## src/rtl/adder_result_stage.sv

```systemverilog
// Result buffer behind a 32-bit adder. Each entry stores the sum, the carry-out and
// flags computed at push time, and entries leave in FIFO order to a ready/valid consumer.
module adder_result_stage #(
   parameter int DEPTH = 2
) (
   input  logic        clk,
   input  logic        rst,
   input  logic        in_valid,
   output logic        in_ready,
   input  logic [31:0] in_sum,
   input  logic        in_cout,
   input  logic        in_a_msb,
   input  logic        in_b_msb,
   output logic        out_valid,
   input  logic        out_ready,
   output logic [31:0] out_sum,
   output logic        out_cout,
   output logic        out_zero,
   output logic        out_neg,
   output logic        out_ovf,
   output logic [15:0] result_count
);

   localparam int AW = (DEPTH > 1) ? $clog2(DEPTH) : 1;
   localparam int CW = $clog2(DEPTH + 1);
   localparam logic [CW-1:0] C_DEPTH = CW'(DEPTH);

   logic [31:0]   r_sum  [DEPTH];
   logic [3:0]    r_flag [DEPTH];
   logic [AW-1:0] r_wptr;
   logic [AW-1:0] r_rptr;
   logic [CW-1:0] r_count;
   logic [15:0]   r_res_cnt;
   logic          r_run;

   logic          w_push;
   logic          w_pop;
   logic [3:0]    w_flag;
   logic [3:0]    w_head_flag;

   // r_run keeps in_ready low while in reset and for the edge that releases it
   assign in_ready  = r_run & (r_count < C_DEPTH);
   assign out_valid = (r_count != '0);
   assign w_push    = in_valid & in_ready;
   assign w_pop     = out_valid & out_ready;

   // flag order: cout, zero, neg, ovf
   assign w_flag = {in_cout,
                    (in_sum == 32'h0000_0000),
                    in_sum[31],
                    (in_a_msb == in_b_msb) & (in_sum[31] != in_a_msb)};

   assign w_head_flag = r_flag[r_rptr];

   assign out_sum      = out_valid ? r_sum[r_rptr] : 32'h0000_0000;
   assign out_cout     = out_valid & w_head_flag[3];
   assign out_zero     = out_valid & w_head_flag[2];
   assign out_neg      = out_valid & w_head_flag[1];
   assign out_ovf      = out_valid & w_head_flag[0];
   assign result_count = r_res_cnt;

   // payload storage needs no reset: every output is masked while empty
   always_ff @(posedge clk) begin
      if (w_push) begin
         r_sum[r_wptr]  <= in_sum;
         r_flag[r_wptr] <= w_flag;
      end
   end

   always_ff @(posedge clk or posedge rst) begin
      if (rst) begin
         r_wptr    <= '0;
         r_rptr    <= '0;
         r_count   <= '0;
         r_res_cnt <= 16'h0000;
         r_run     <= 1'b0;
      end else begin
         r_run <= 1'b1;
         if (w_push) r_wptr <= r_wptr + AW'(1);
         if (w_pop)  r_rptr <= r_rptr + AW'(1);
         case ({w_push, w_pop})
            2'b10:   r_count <= r_count + CW'(1);
            2'b01:   r_count <= r_count - CW'(1);
            default: r_count <= r_count;
         endcase
         if (w_pop && (r_res_cnt != 16'hFFFF)) r_res_cnt <= r_res_cnt + 16'h0001;
      end
   end

endmodule

```

## config.mk

```make
export PLATFORM = sky130hd
export DESIGN_NAME = adder_result_stage
export DESIGN_NICKNAME = d
export VERILOG_FILES = /design/src/rtl/adder_result_stage.sv
export SDC_FILE = /design/constraint.sdc
export NUM_CORES = 1
export LEC_CHECK = 0
export CORE_MARGIN = 3
export CORE_UTILIZATION = 44
export CTS_CLUSTER_DIAMETER = 100
export CTS_CLUSTER_SIZE = 20
export DETAILED_ROUTE_END_ITERATION = 16
export GPL_TIMING_DRIVEN = 0
export PLACE_DENSITY = 0.82
export SLEW_MARGIN = 25
export SYNTH_ARGS = -nofsm -noshare
export SYNTH_HDL_FRONTEND = slang
export SYNTH_SLANG_ARGS = --single-unit
```

## constraint.sdc

```tcl
create_clock -name clk -period 2.4 [get_ports clk]
set_input_delay 0.36 -clock clk [delete_from_list [all_inputs] [get_ports clk]]
set_output_delay 0.36 -clock clk [all_outputs]
set_load 0.03 [all_outputs]
```

==> results of run 1 <==
area by class of cell:
class | count | area, µm²
inverter | 3 | 11.3
clock buffer | 9 | 124
buffer | 7 | 47.5
sequential | 91 | 2630
timing repair buffer | 99 | 1040
fill | 592 | 2780
clock inverter | 6 | 138
tap | 102 | 128
multi-input combinational | 153 | 1070
sequential cells by signal (all words and copies together) (netlist names):
| signal | flops |
|---|---|
| r_sum | 62 |
| result_count | 16 |
| r_flag | 8 |
| r_count | 2 |
| r_rptr | 1 |
| r_run | 1 |
| r_wptr | 1 |
power by group through the flow:
stage               sequential (mW)  clock, mW  combinational (mW)
detailed placement             2.12          0                2.67
global route                   2.14       1.41                2.78
floorplan                      2.18          0                1.53
finish                         2.11       1.31                2.63
CTS                            2.12       1.33                2.67
global placement               2.10          0                2.62
per-layer routing:
layer	share of wire	routed length, µm
met4	0.0055	43
met1	0.44	3450
met3	0.044	340
met2	0.51	3970
met5	0	0
critical path, stage by stage (launching register included):
cell	delay [ps]
dfrtp_1	470
nor2_4	230
clkbuf_2	260
nor2_1	70
clkdlybuf4s50_1	590
placed cells by master (no fill, tap or decap), types with 9 or more instances in the layout:
cell type	count
clkbuf_8	9
nor4_1	9
mux2i_1	35
edfxtp_1	70
dlymetal6s2s_1	20
dlygate4sd2_1	11
nor2_1	39
xor2_1	13
nand2_1	11
buf_4	9
dfrtp_1	19
clkdlybuf4s50_1	61
worst min path at each step:
stage / end / slack [ps] / cells after the start
6_report: result_count[14] / 470 / 2
5_1_grt: result_count[15] / 520 / 1
4_1_cts: result_count[15] / 500 / 2
3_5_place_dp: result_count[15] / 500 / 1
3_3_place_gp: result_count[15] / 490 / 1
2_1_floorplan: r_count[0] / 340 / 1
logic make-up (layout without fill, tap and decap cells):
family                   Yosys count  count (layout)  synth area share
other                              1               1           0.00101
multiplexers                      37              37             0.101
XOR/XNOR                          17              17            0.0399
flip-flops                        91              91             0.705
AO/OA/AOI/OAI                     10              10            0.0185
buffers and inverters             11             124            0.0131
adder cells (fa/ha/maj)            2               2           0.00671
AND/OR/NAND/NOR                   86              86             0.115
metrics by stage:
step | std cells | TNS [ps] | hold slack [ps]
global placement | 449 | -9760 | 486
floorplan | 255 | 0 | 337
CTS | 469 | 0 | 497
detailed placement | 450 | -4550 | 496
global route | 470 | 0 | 524
finish | 470 | 0 | 469
repair_timing:
action | 4_1_cts | 5_1_grt
hold buffers | 0 | 0
setup buffers | 5 | 0
endpoints found under the hold margin | 0 | 0
pin swaps | 1 | 0
endpoints found under the setup margin | 37 | 20
resized for setup | 21 | 21
==> impl_metrics.yaml, run 1 <==
die:
  fp-row-count: 32
  io_pins: 93
  initial_core_util: 0.468
  core_um2: 7970
  die-height_um: 98.0
  die_width_um: 98.0
  die_area_um2: 9610
power:
  ir_drop_uv: 763
  switching_share: 0.371
  p_comb_frac: 0.435
  power_frac_seq: 0.349
  p_sw_mw: 2.24
  power_per_cell_area_nw_per_um2: 1170
  leakage_nw: 2.25
  internal_power_mw: 3.81
  power.total_mw: 6.05
  clkPwrFrac: 0.216
global_routing:
  antenna_found_initial: 0
  use_met2: 0.275
  groute.layer.met3.usage: 0.0407
  grt_pass1_vias: 2516
  track_usage: 0.163
  busiest_layer: "met2"
  grt_pass1_wl_um: 12400
  grt_max_degree: 36
  overflow: 0
  grt_use_met1: 0.215
logic_synthesis:
  ys_ff_latch: 91
  syn_area_um2: 3730
  synthTopCellsByArea: "edfxtp_1, dfrtp_1, mux2i_1, nor2_1, xor2_1"
  ys_seq_area_frac: 0.705
  synthTopCellsByCount: "edfxtp_1, nor2_1, mux2i_1"
  synth_top_cell_by_area: "edfxtp_1"
  syn_area_per_cell_um2: 14.6
  synth.top_cell.area_share: 0.564
  synth_fp_nets: 296
  yosysUniqueCellTypes: 33
  synthCells: 255
  async_reset_ff_frac: 0.231
  yosysMostFrequentCell: "edfxtp_1"
  synth-edff-count: 70
  yosys_warnings: 0
  synthFlopType: "edfxtp_1"
routing:
  drtAntennaViolNets: 0
  dr.pass1.iters: 4
  drc: 0
  routed_wirelength_um: 7810
  wl_per_cell_um: 16.6
  initialDrtViolationCount: 121
  viasPerCell: 5.19
  vias: 2438
worst_setup_path:
  worst_setup_path_start_kind: "register"
  endpoint: "out_sum[5]"
  worstReg2RegEnd: "result_count[1]"
  reg2reg_slack_ps: 490
  worstPathMaxFanout: 10
  worst-setup-path-type: "reg -> out"
  end_kind: "output pin"
  reg2regPathDepth: 4
  startpoint: "r_count[1]"
  r2r_start: "result_count[4]"
  cp.required_ps: 2040
  cp_data_arrival_time_ps: 1960
cells_and_area:
  final_area_um2: 5190
  final_nets: 405
  final_util: 0.651
  drive_gt1_frac: 0.114
  syn2layout_area_growth_pct: 39.2
  antenna_cells: 0
cts:
  clk_latency_ps: 350
  max-clock-path-buffers: 2
  cts-buffers-inserted: 9
  clk_pin_slew_ps: 90
  htreeDepth: 3
  cts_sinks: 91
  cts_tree: "yes"
  root_buffer: "clkbuf_8"
min_path:
  worstHoldPathType: "in -> async"
placement:
  pre_cts_slack_ps: -209
  placed_cell_area_um2: 4800
  dp_hpwl_um: 5440
  gp_congestion: 0.824
  numPortBuffers: 92
sta:
  setup_viol: 0
  tightest_slew_ps: 801
  slew_viol_final: 0
  period_share: 0.965
  hold_violations: 0
  clock.fmax_ghz: 0.432
  maxSlewHeadroom: 0.465
  skew_ps: 6.14
  rsz0062_at_grt: "false"
  setup_ws_ps: 84.2
  period_minus_slack_ps: 2320
job:
  drv_cap: 0
status:
  status: "finished, final reports clean"
Note: power is estimated with default switching activity, not from simulation.
==> inputs of run 2 (changes only) <==
--- a/config.mk
+++ b/config.mk
@@ -10,8 +10,9 @@
 export CTS_CLUSTER_DIAMETER = 100
 export CTS_CLUSTER_SIZE = 20
 export DETAILED_ROUTE_END_ITERATION = 16
-export GPL_TIMING_DRIVEN = 0
+export GPL_TIMING_DRIVEN = 1
 export PLACE_DENSITY = 0.82
+export SETUP_SLACK_MARGIN = 0.5
 export SLEW_MARGIN = 25
 export SYNTH_ARGS = -nofsm -noshare
 export SYNTH_HDL_FRONTEND = slang
==> run 2 against run 1 <==
Effect of this change: utilization is 2.2 points lower; register-to-register slack better by 100 ps; sequential share of layout area increased by 1.8 points; clock skew increased by 2.0 ps; via count about the same; routed wire length rose by 3.7%; combinational power is essentially flat; largest power group unchanged.
==> impl_metrics.yaml, run 2 (synthesis gave the netlist of run 1 again) <==
status:
  status: "finished, final reports clean"
placement:
  numPortBuffers: 92
  placed_cell_area_um2: 4870
  gp_congestion: 0.817
  dp_hpwl_um: 5290
die:
  io_pins: 93
  initial_core_util: 0.468
  die-height_um: 98.0
  die_width_um: 98.0
  core_um2: 7970
  fp-row-count: 32
  die_area_um2: 9610
cts:
  postCtsHoldBufs: 0
  clk_pin_slew_ps: 80
  cts_sinks: 91
  max-clock-path-buffers: 2
  cts_tree: "yes"
  cts-buffers-inserted: 9
  htreeDepth: 3
  clk_latency_ps: 340
  root_buffer: "clkbuf_8"
power:
  p_comb_frac: 0.470
  ir_drop_uv: 705
  p_sw_mw: 2.30
  clkPwrFrac: 0.157
  internal_power_mw: 3.37
  switching_share: 0.405
  leakage_nw: 2.04
  power_per_cell_area_nw_per_um2: 1130
  power_frac_seq: 0.373
routing:
  wl_per_cell_um: 17.1
  vias: 2437
  dr.pass1.iters: 4
  initialDrtViolationCount: 103
  drtAntennaViolNets: 0
  viasPerCell: 5.16
  routed_wirelength_um: 8090
  drc: 0
sta:
  rsz0062_at_grt: "true"
  hold_violations: 0
  clock.fmax_ghz: 0.532
  period_share: 0.784
  skew_ps: 8.14
  period_minus_slack_ps: 1880
  slew_viol_final: 0
  setup_viol: 0
  fin_tns_setup_ps: 0
worst_setup_path:
  worst_setup_path_start_kind: "register"
  end_kind: "output pin"
  worst-setup-path-type: "reg -> out"
  reg2reg_slack_ps: 590
  worstPathMaxFanout: 7
  cp_data_arrival_time_ps: 1520
  cp.required_ps: 2040
cells_and_area:
  syn2layout_area_growth_pct: 34.5
  regMostFlops: "r_sum"
  final_area_um2: 5010
  final_util: 0.629
  largest_register_ffs: 62
  seq_area_um2: 2630
  final_nets: 406
  multi_input_area_um2: 1090
  fillCellCount: 620
  layout_common_cells: "edfxtp_1, clkdlybuf4s50_1, nor2_1"
  drive_gt1_frac: 0.230
  antenna_cells: 0
  mostFrequentLayoutCell: "edfxtp_1"
global_routing:
  overflow: 0
  grt_pass1_vias: 2435
  track_usage: 0.167
  antenna_found_initial: 0
  grt_pass1_wl_um: 12800
  grt_max_degree: 36
job:
  drv_cap: 0
min_path:
  worstHoldPathType: "in -> async"
==> run 2: per-stage QoR <==
stage                     setup WS (ps)  instances  power (mW)  hold slack (ps)
after floorplan                     558        255        3.72              337
after global placement              364        449        4.81              490
after detailed placement            315        449        4.85              493
after CTS                           404        471        5.59              345
after global routing                455        472        5.95              372
final                               519        472        5.67              344
==> run 2: area by class of cell <==
class                      count  share of cell area
inverter                       3             0.00225
clock inverter                 6             0.00823
sequential                    91               0.525
clock buffer                  10              0.0254
timing repair buffer         107               0.197
tap                          102              0.0254
multi-input combinational    153               0.217
==> run 2: final timing paths <==
path                       cells after the start              from                to
hold / removal                                 3               rst  result_count[15]
setup reg to reg                               4   result_count[4]   result_count[1]
hold reg to reg                                1  result_count[15]  result_count[15]
min in group clk                               1  result_count[15]  result_count[15]
max in group asynchronous                      3               rst            r_rptr
setup / recovery                               4            r_rptr          out_zero
==> run 2: critical path, cell delays in order, from the launching register on <==
cell	delay, ps
dfrtp_4	560
buf_4	170
mux2i_1	110
nor2_1	130
buf_2	220
==> run 2: metal layers <==
metal / share of wire / vias to the layer above / GRT usage
li1: - / 1162 / -
met2: 0.49 / 85 / 0.265
met1: 0.44 / 1186 / 0.231
met3: 0.062 / 4 / 0.0343
met4: 0.0044 / 0 / 0.0543
met5: 0 / - / 0
==> run 2: what timing repair did <==
action | in CTS | in global routing
pin swaps | 1 | 2
setup buffers | 5 | 0
setup endpoints to repair | 40 | 29
hold endpoints to repair | 0 | 0
cloned | 1 | 1
resized for setup | 185 | 45
==> run 2: power by group through the flow <==
stage	Combinational, mW	Clock [mW]	Sequential, mW
after floorplan	1.53	0	2.18
after global placement	2.65	0	2.16
after detailed placement	2.68	0	2.17
after CTS	2.58	0.912	2.10
after global routing	2.83	0.977	2.14
final	2.66	0.892	2.11
==> inputs of run 3 (changes only) <==
==> constraint.sdc (replaced) <==
create_clock -name clk -period 1.5 [get_ports clk]
set_input_delay 0.225 -clock clk [delete_from_list [all_inputs] [get_ports clk]]
set_output_delay 0.225 -clock clk [all_outputs]
set_load 0.03 [all_outputs]
==> run 3 against run 2 <==
Effect of this change: the run now ends with setup timing left; register-to-register slack worse by 820 ps; routed wire length is 47% higher; global-route usage grew 5.3 points; largest power group unchanged.
==> impl_metrics.yaml, run 3 (synthesis gave the netlist of run 1 again) <==
status:
  status: "finished, violations left"
  violations: "setup timing"
worst_setup_path:
  worst-setup-path-type: "reg -> out"
  crit_cells: 4
  crit_chain: "buf_12 > mux2i_1 > nor2_1 > buf_4"
  startpoint: "r_rptr"
  cp_slowest_cell: "dfrtp_2"
  r2r_start: "r_count[1]"
  endpoint: "out_sum[1]"
  end_kind: "output pin"
  reg2reg_slack_ps: -230
  worstReg2RegEnd: "r_sum[0][15]"
  reg2regPathDepth: 7
  slowest_delay_ps: 530
  crit_family: "flip-flops"
  worst_setup_path_start_kind: "register"
  path_buf_inv: 2
  worstPathMaxFanout: 15
  cp.required_ps: 1270
  cp_data_arrival_time_ps: 1570
job:
  drv_cap: 0
cts:
  htreeDepth: 3
  clk_latency_ps: 360
  root_buffer: "clkbuf_8"
  cts_tree: "yes"
  clk_pin_slew_ps: 100
  cts-buffers-inserted: 9
  cts_sinks: 91
  max-clock-path-buffers: 2
  postCtsHoldBufs: 0
cells_and_area:
  final_area_um2: 6680
  largest_register_ffs: 62
  fin_cells: 558
  antenna_cells: 0
  drive_gt1_frac: 0.570
  mostFrequentLayoutCell: "buf_6"
  layout_common_cells: "buf_6, edfxtp_1, buf_4"
  final_nets: 492
  regMostFlops: "r_sum"
  final_util: 0.838
  syn2layout_area_growth_pct: 79.1
global_routing:
  grt_max_degree: 22
  grt_use_met1: 0.259
  busiest_layer: "met2"
  use_met2: 0.401
  overflow: 0
  track_usage: 0.220
  grt_pass1_vias: 3016
  grt_pass1_wl_um: 16200
  groute.layer.met3.usage: 0.0493
  antenna_found_initial: 0
placement:
  gp_congestion: 0.839
  pre_cts_slack_ps: -164
  placed_cell_area_um2: 5100
  dp_hpwl_um: 5700
  placed_cells: 468
  numPortBuffers: 92
power:
  power_per_cell_area_nw_per_um2: 1760
  ir_drop_uv: 1510
  internal_power_mw: 7.11
  leakage_nw: 2.75
  clkPwrFrac: 0.148
  p_sw_mw: 4.63
  power_frac_seq: 0.293
  p_comb_frac: 0.558
  switching_share: 0.394
  power.total_mw: 11.7
routing:
  initialDrtViolationCount: 142
  viasPerCell: 5.38
  vias: 3002
  drc: 0
  drtAntennaViolNets: 0
  dr.pass1.iters: 4
  wl_per_cell_um: 21.3
  routed_wirelength_um: 11900
die:
  die_width_um: 98.0
  die_area_um2: 9610
  fp-row-count: 32
  initial_core_util: 0.468
  core_um2: 7970
  die-height_um: 98.0
  io_pins: 93
sta:
  setup_ws_ps: -299
  clock.fmax_ghz: 0.556
  hold_violations: 0
  setup_viol: 122
  period_share: 1.20
  period_minus_slack_ps: 1800
  rsz0062_at_grt: "true"
  slew_viol_final: 0
  skew_ps: 12.3
min_path:
  hold_start: "in_sum[13]"
  worstHoldPathType: "in -> reg"
[run 3: changes by cell type in the layout (fill, tap and decap cells not counted), sizes merged]
cell,before,now
bufinv,0,1
dlygate4sd2,3,26
clkbuf,15,14
clkdlybuf4s50,50,9
clkdlybuf4s15,0,1
buf,47,150
[run 3: timing repair]
item	in CTS	in global routing
endpoints found under the hold margin	0	0
setup buffers	40	22
gates resized for setup	235	39
setup endpoints to repair	146	146
cloned	7	5
pin swaps	32	18
[run 3: how the worst min path moves through the flow]
stage / end / slack, ps / cells after the start
detailed placement: result_count[15] / 510 / 1
floorplan: r_count[0] / 200 / 1
global placement: result_count[9] / 500 / 1
global route: r_sum[1][13] / 160 / 1
CTS: result_count[12] / 200 / 3
finish: r_sum[1][13] / 150 / 1
[run 3: metrics by stage]
| step | hold slack [ps] | TNS, ps |
|---|---|---|
| 2_1_floorplan | 200 | -18840 |
| 3_3_place_gp | 500 | -2630 |
| 4_1_cts | 203 | -10290 |
| 6_report | 152 | -23290 |
| 3_5_place_dp | 507 | -3470 |
| 5_1_grt | 157 | -27270 |
[run 3: per-layer routing]
layer / up-vias / wire length [µm] / share of wire
li1: 1338 / - / -
met5: - / 0 / 0
met2: 124 / 6390 / 0.54
met3: 29 / 649 / 0.055
met4: 0 / 375 / 0.032
met1: 1511 / 4490 / 0.38
[run 3: layout make-up]
class / count / area, µm²
inverters: 3 / 11.3
well taps: 102 / 128
multi-input cells: 153 / 1540
clock buffers: 9 / 124
flip-flops and latches: 91 / 2650
repair buffers: 193 / 2130
clock inverters: 7 / 88.8
fillers: 357 / 1290
[run 3: power by group through the flow]
stage | Combinational [mW] | Sequential [mW] | Clock [mW]
after floorplan | 2.68 | 3.54 | 0
after global placement | 4.42 | 3.48 | 0
after detailed placement | 4.49 | 3.49 | 0
after CTS | 5.87 | 3.40 | 1.71
after global routing | 6.82 | 3.47 | 1.90
final | 6.56 | 3.44 | 1.74
==> patch 1: new RTL, settings of run 3 <==
Reset style: synchronous (`rst`), changed in one clocked block.
--- a/src/rtl/adder_result_stage.sv
+++ b/src/rtl/adder_result_stage.sv
@@ -67,7 +67,7 @@
       end
    end
 
-   always_ff @(posedge clk or posedge rst) begin
+   always_ff @(posedge clk) begin
       if (rst) begin
          r_wptr    <= '0;
          r_rptr    <= '0;
Function: differs if rst is asserted again (counterexample within 4 cycles, from zero or initial values and one cycle with rst high); with rst held inactive, the same outputs for 10 cycles.
==> patch 1 against run 3 <==
- the run still ends with setup timing left
- final area grew 7.7%
- sequential cell count grew 1
- via count grew 18%
- power shrank 3.9%
- worst setup slack lost 0.043 ns
- synthesized area grew 3.8%
- routed wire length grew 39%
- clock power grew 25%
- combinational power shrank 8.5%
- largest cell class unchanged
==> patch 1: results (changes against run 3) <==
| Metric | This run | Unit | Change |
|---|---|---|---|
| Hold_ws | 0.1020 | ns | -0.05053 ns |
| Detailed-route wire length | 16.58 | mm | +39% |
| GRT Util Overall | 0.2466 | - | +0.02642 |
| Placer Congestion | 0.8120 | - | -3.2% |
| Post-synthesis compound-gate area fraction | 0.05854 | - | +0.04008 |
| Failing checks | setup timing | - |  |
| Dpl cell area | 5528 | µm² | +8.4% |
| Detailed Route Iter0 Violations | 158 | - | +11% |
| Setup ws final | -0.3421 | ns | -0.04310 ns |
| Detailed-route via count | 3532 | - | +18% |
| Amount of wire on met2 after detailed routing | 8.937 | mm | +40% |
| Post-route met1 wirelength | 5.807 | mm | +29% |
| Xor-xnor portion of the synthesized cell area | 0.01132 | - | -0.02863 |
| Global routing usage on met2 | 0.4464 | - | +0.04586 |
| Source of the worst register-to-register timing path | r_count[1] | - |  |
| Synth async-reset ratio | 0 | - | -0.2308 |
| Global routing met1 resource utilization | 0.2799 | - | +0.02096 |
| Number of iterations in the first detailed-routing pass | 5 | - | +1 |
| R2r worst-path depth | 8 | - | +1 |
| Fraction of the yosys area taken by sequential cells | 0.6572 | - | -0.04775 |
| Start point of the worst min-delay path | in_sum[29] | - |  |
| Syn_area_per_cell | 13.57 | µm² | -7.1% |
| Syn Nets | 326 | - | +10% |
| Largest net degree at the start of global routing | 20 | - | -9.1% |
| Ratio of cells with drive above 1 in the final layout | 0.6347 | - | +0.06452 |
| Setup violators final | 129 | - | +5.7% |
| Slowest cell on the critical path | sky130_fd_sc_hd__dfxtp_4 | - |  |
| Status | finished with violations | - |  |
| Met3 WL post-DR | 1.089 | mm | +68% |
| Number of library cell types mapped by synthesis | 44 | - | +33% |
| Final-stage net count | 527 | - | +7.1% |
| Clk_skew | 0.02452 | ns | +0.01224 ns |
| Maximum net fanout on the critical path | 14 | - | -1 |
| Leakage power | 2.782 | nW | +1.3% |
| Setup TNS Final | -22.70 | ns | +0.5978 ns |
patch 1: where the power goes:
group	switching [mW]	total [mW]	leakage, nW	internal, mW
Combinational	2.96	6.00	1.82	3.04
Sequential	0.181	3.12	0.836	2.94
Clock	1.05	2.17	0.122	1.12
Total	4.19	11.3	2.78	7.10
patch 1: final cells by class:
| cell class | count | area (µm²) |
|---|---|---|
| tap | 105 | 131.4 |
| clock inverter | 6 | 118.9 |
| clock buffer | 9 | 123.9 |
| fill | 334 | 1191 |
| sequential | 92 | 2614 |
| inverter | 6 | 30.03 |
| timing repair buffer | 202 | 2260 |
| multi-input combinational | 175 | 1913 |
patch 1: repair_timing:
item / in CTS / in global routing
pin swaps: 33 / 30
cloned: 5 / 3
setup buffers: 29 / 24
setup endpoints to repair: 147 / 147
resized for setup: 359 / 127
patch 1: worst paths after layout:
check | endpoint
max reg2reg | r_sum[0][1]
max | out_sum[14]
min reg2reg | result_count[7]
min | r_sum[0][29]
==> patch 2: new RTL, flow settings as in run 3 <==
Made on the original files. Change the parameter `DEPTH` from 2 to 4.
--- a/src/rtl/adder_result_stage.sv
+++ b/src/rtl/adder_result_stage.sv
@@ -1,7 +1,7 @@
 // Result buffer behind a 32-bit adder. Each entry stores the sum, the carry-out and
 // flags computed at push time, and entries leave in FIFO order to a ready/valid consumer.
 module adder_result_stage #(
-   parameter int DEPTH = 2
+   parameter int DEPTH = 4
 ) (
    input  logic        clk,
    input  logic        rst,
Behaviour: not the same (Yosys sat finds a counterexample within 4 cycles, from zero or initial values and one cycle with rst high).
==> patch 2 against run 3 <==
- the run still ends with setup timing left
- maximum frequency down 19%
- sequential share of layout area up 7.2 points
- die area up 74%
- sequential cell count up 73
- power up 67%
- register-to-register slack worse by 0.20 ns
- synthesized area up 79%
- final area up 54%
- clock skew down 0.0015 ns
- first-iteration DRC count up 64%
- core utilization down 14 points
- sequential power up 69%
- worst setup slack worse by 0.43 ns
- routed wire length up 34%
==> patch 2: results (changes against run 3) <==
| Metric | This run | Unit | Change |
|---|---|---|---|
| Mux cell area share after synthesis | 0.1233 | - | +0.02230 |
| Final-stage net count | 617 | - | +25% |
| Number of global-route vias before repair | 4322 | - | +43% |
| Fraction of the yosys area taken by sequential cells | 0.7198 | - | +0.01484 |
| Global routing met1 resource utilization | 0.2422 | - | -0.01669 |
| Filler cell count in the final layout | 899 | - | +150% |
| Post-synthesis compound-gate area fraction | 0.008810 | - | -0.009653 |
| Largest stage delay on the critical path | 0.50 | ns | -0.03 ns |
| Detailed-route via count | 4056 | - | +35% |
| Detailed-route wire length | 15.94 | mm | +34% |
| Syn_area_per_cell | 18.80 | µm² | +29% |
| Worst setup path endpoint | out_sum[0] | - |  |
| Status | finished with violations | - |  |
| Endpoint of the worst register-to-register path | r_count[2] | - |  |
| Resize count post-CTS | 413 | - | +76% |
| TritonCTS Buffers | 17 | - | +8 |
| H-Tree Level Count | 4 | - | +1 |
| Failing checks | setup timing | - |  |
| Leakage power | 3.991 | nW | +45% |
| Synth Area in Adders | 0.01425 | - | +0.007532 |
| Setup violators final | 199 | - | +63% |
| Worst voltage drop across the vdd grid | 938.5 | µV | -38% |
| Number of cells after detailed placement | 679 | - | +45% |
| Detailed Route Iter0 Violations | 233 | - | +64% |
| Library cell used as clock root buffer | sky130_fd_sc_hd__clkbuf_16 | - |  |
| Slowest cell on the critical path | sky130_fd_sc_hd__mux4_2 | - |  |
| End point of the most critical hold path | r_sum[0][27] | - |  |
| Setup ws final | -0.7241 | ns | -0.4252 ns |
| Number of library cell types mapped by synthesis | 36 | - | +9.1% |
| Maximum net fanout on the critical path | 5 | - | -10 |
| Post-layout instance count excluding filler cells | 767 | - | +37% |
| Start point of the worst min-delay path | in_sum[27] | - |  |
## patch 2: changes by cell type after synthesis, sizes merged, moves of 3 or more
cell	change
ha	+4
nor2	-33
xor2	-3
edfxtp	+70
nor2b	+35
dfrtp	+3
mux4	+35
inv	+7
xnor2	+6
mux2i	-33
buf	+3
nand4	+5
## patch 2: per-layer routing
layer,vias to the layer above,share of wire,wire length (µm)
li1,1838,-,-
met1,2079,0.40,6355
met2,119,0.54,8542
met3,20,0.050,793
met4,0,0.015,246
met5,-,0,0
## patch 2: metrics by stage
stage	setup TNS, ns	util	hold slack [ns]	setup slack, ns	cell area [µm²]
global placement	-28.91	0.5784	0.4819	-0.6069	8502
detailed placement	-28.77	0.5784	0.4937	-0.6438	8502
finish	-66.08	0.6997	0.07711	-0.7241	10280
CTS	-65.97	0.6759	0.06339	-0.7356	9935
global route	-76.38	0.6997	0.06824	-0.7905	10280
floorplan	-24.69	-	0.2384	-0.2948	6819
## patch 2: cell families (layout without fill, tap and decap cells)
group	after synthesis	in the layout
compound gates	7	7
xor+xnor	20	20
fa+ha+maj	7	7
buf+inv	22	250
flops	164	164
mux	38	38
other cells	1	1
simple gates	96	96
## patch 2: cell type report
type                            instances  area [µm²]  area share
Clock buffer                           17       425.4     0.04136
Tap cell                              184       230.2     0.02238
Clock inverter                         14       143.9     0.01399
Inverter                               10       40.04    0.003893
Sequential cell                       164        4828      0.4695
Multi-Input combinational cell        169        2237      0.2175
Timing Repair Buffer                  209        2380      0.2314
## patch 2: power breakdown
| part | internal [mW] | leakage [nW] | total [mW] | switching, mW |
|---|---|---|---|---|
| logic | 5.12 | 2.17 | 9.56 | 4.44 |
| clock network | 2.56 | 0.277 | 4.20 | 1.64 |
| registers | 5.47 | 1.54 | 5.81 | 0.348 |
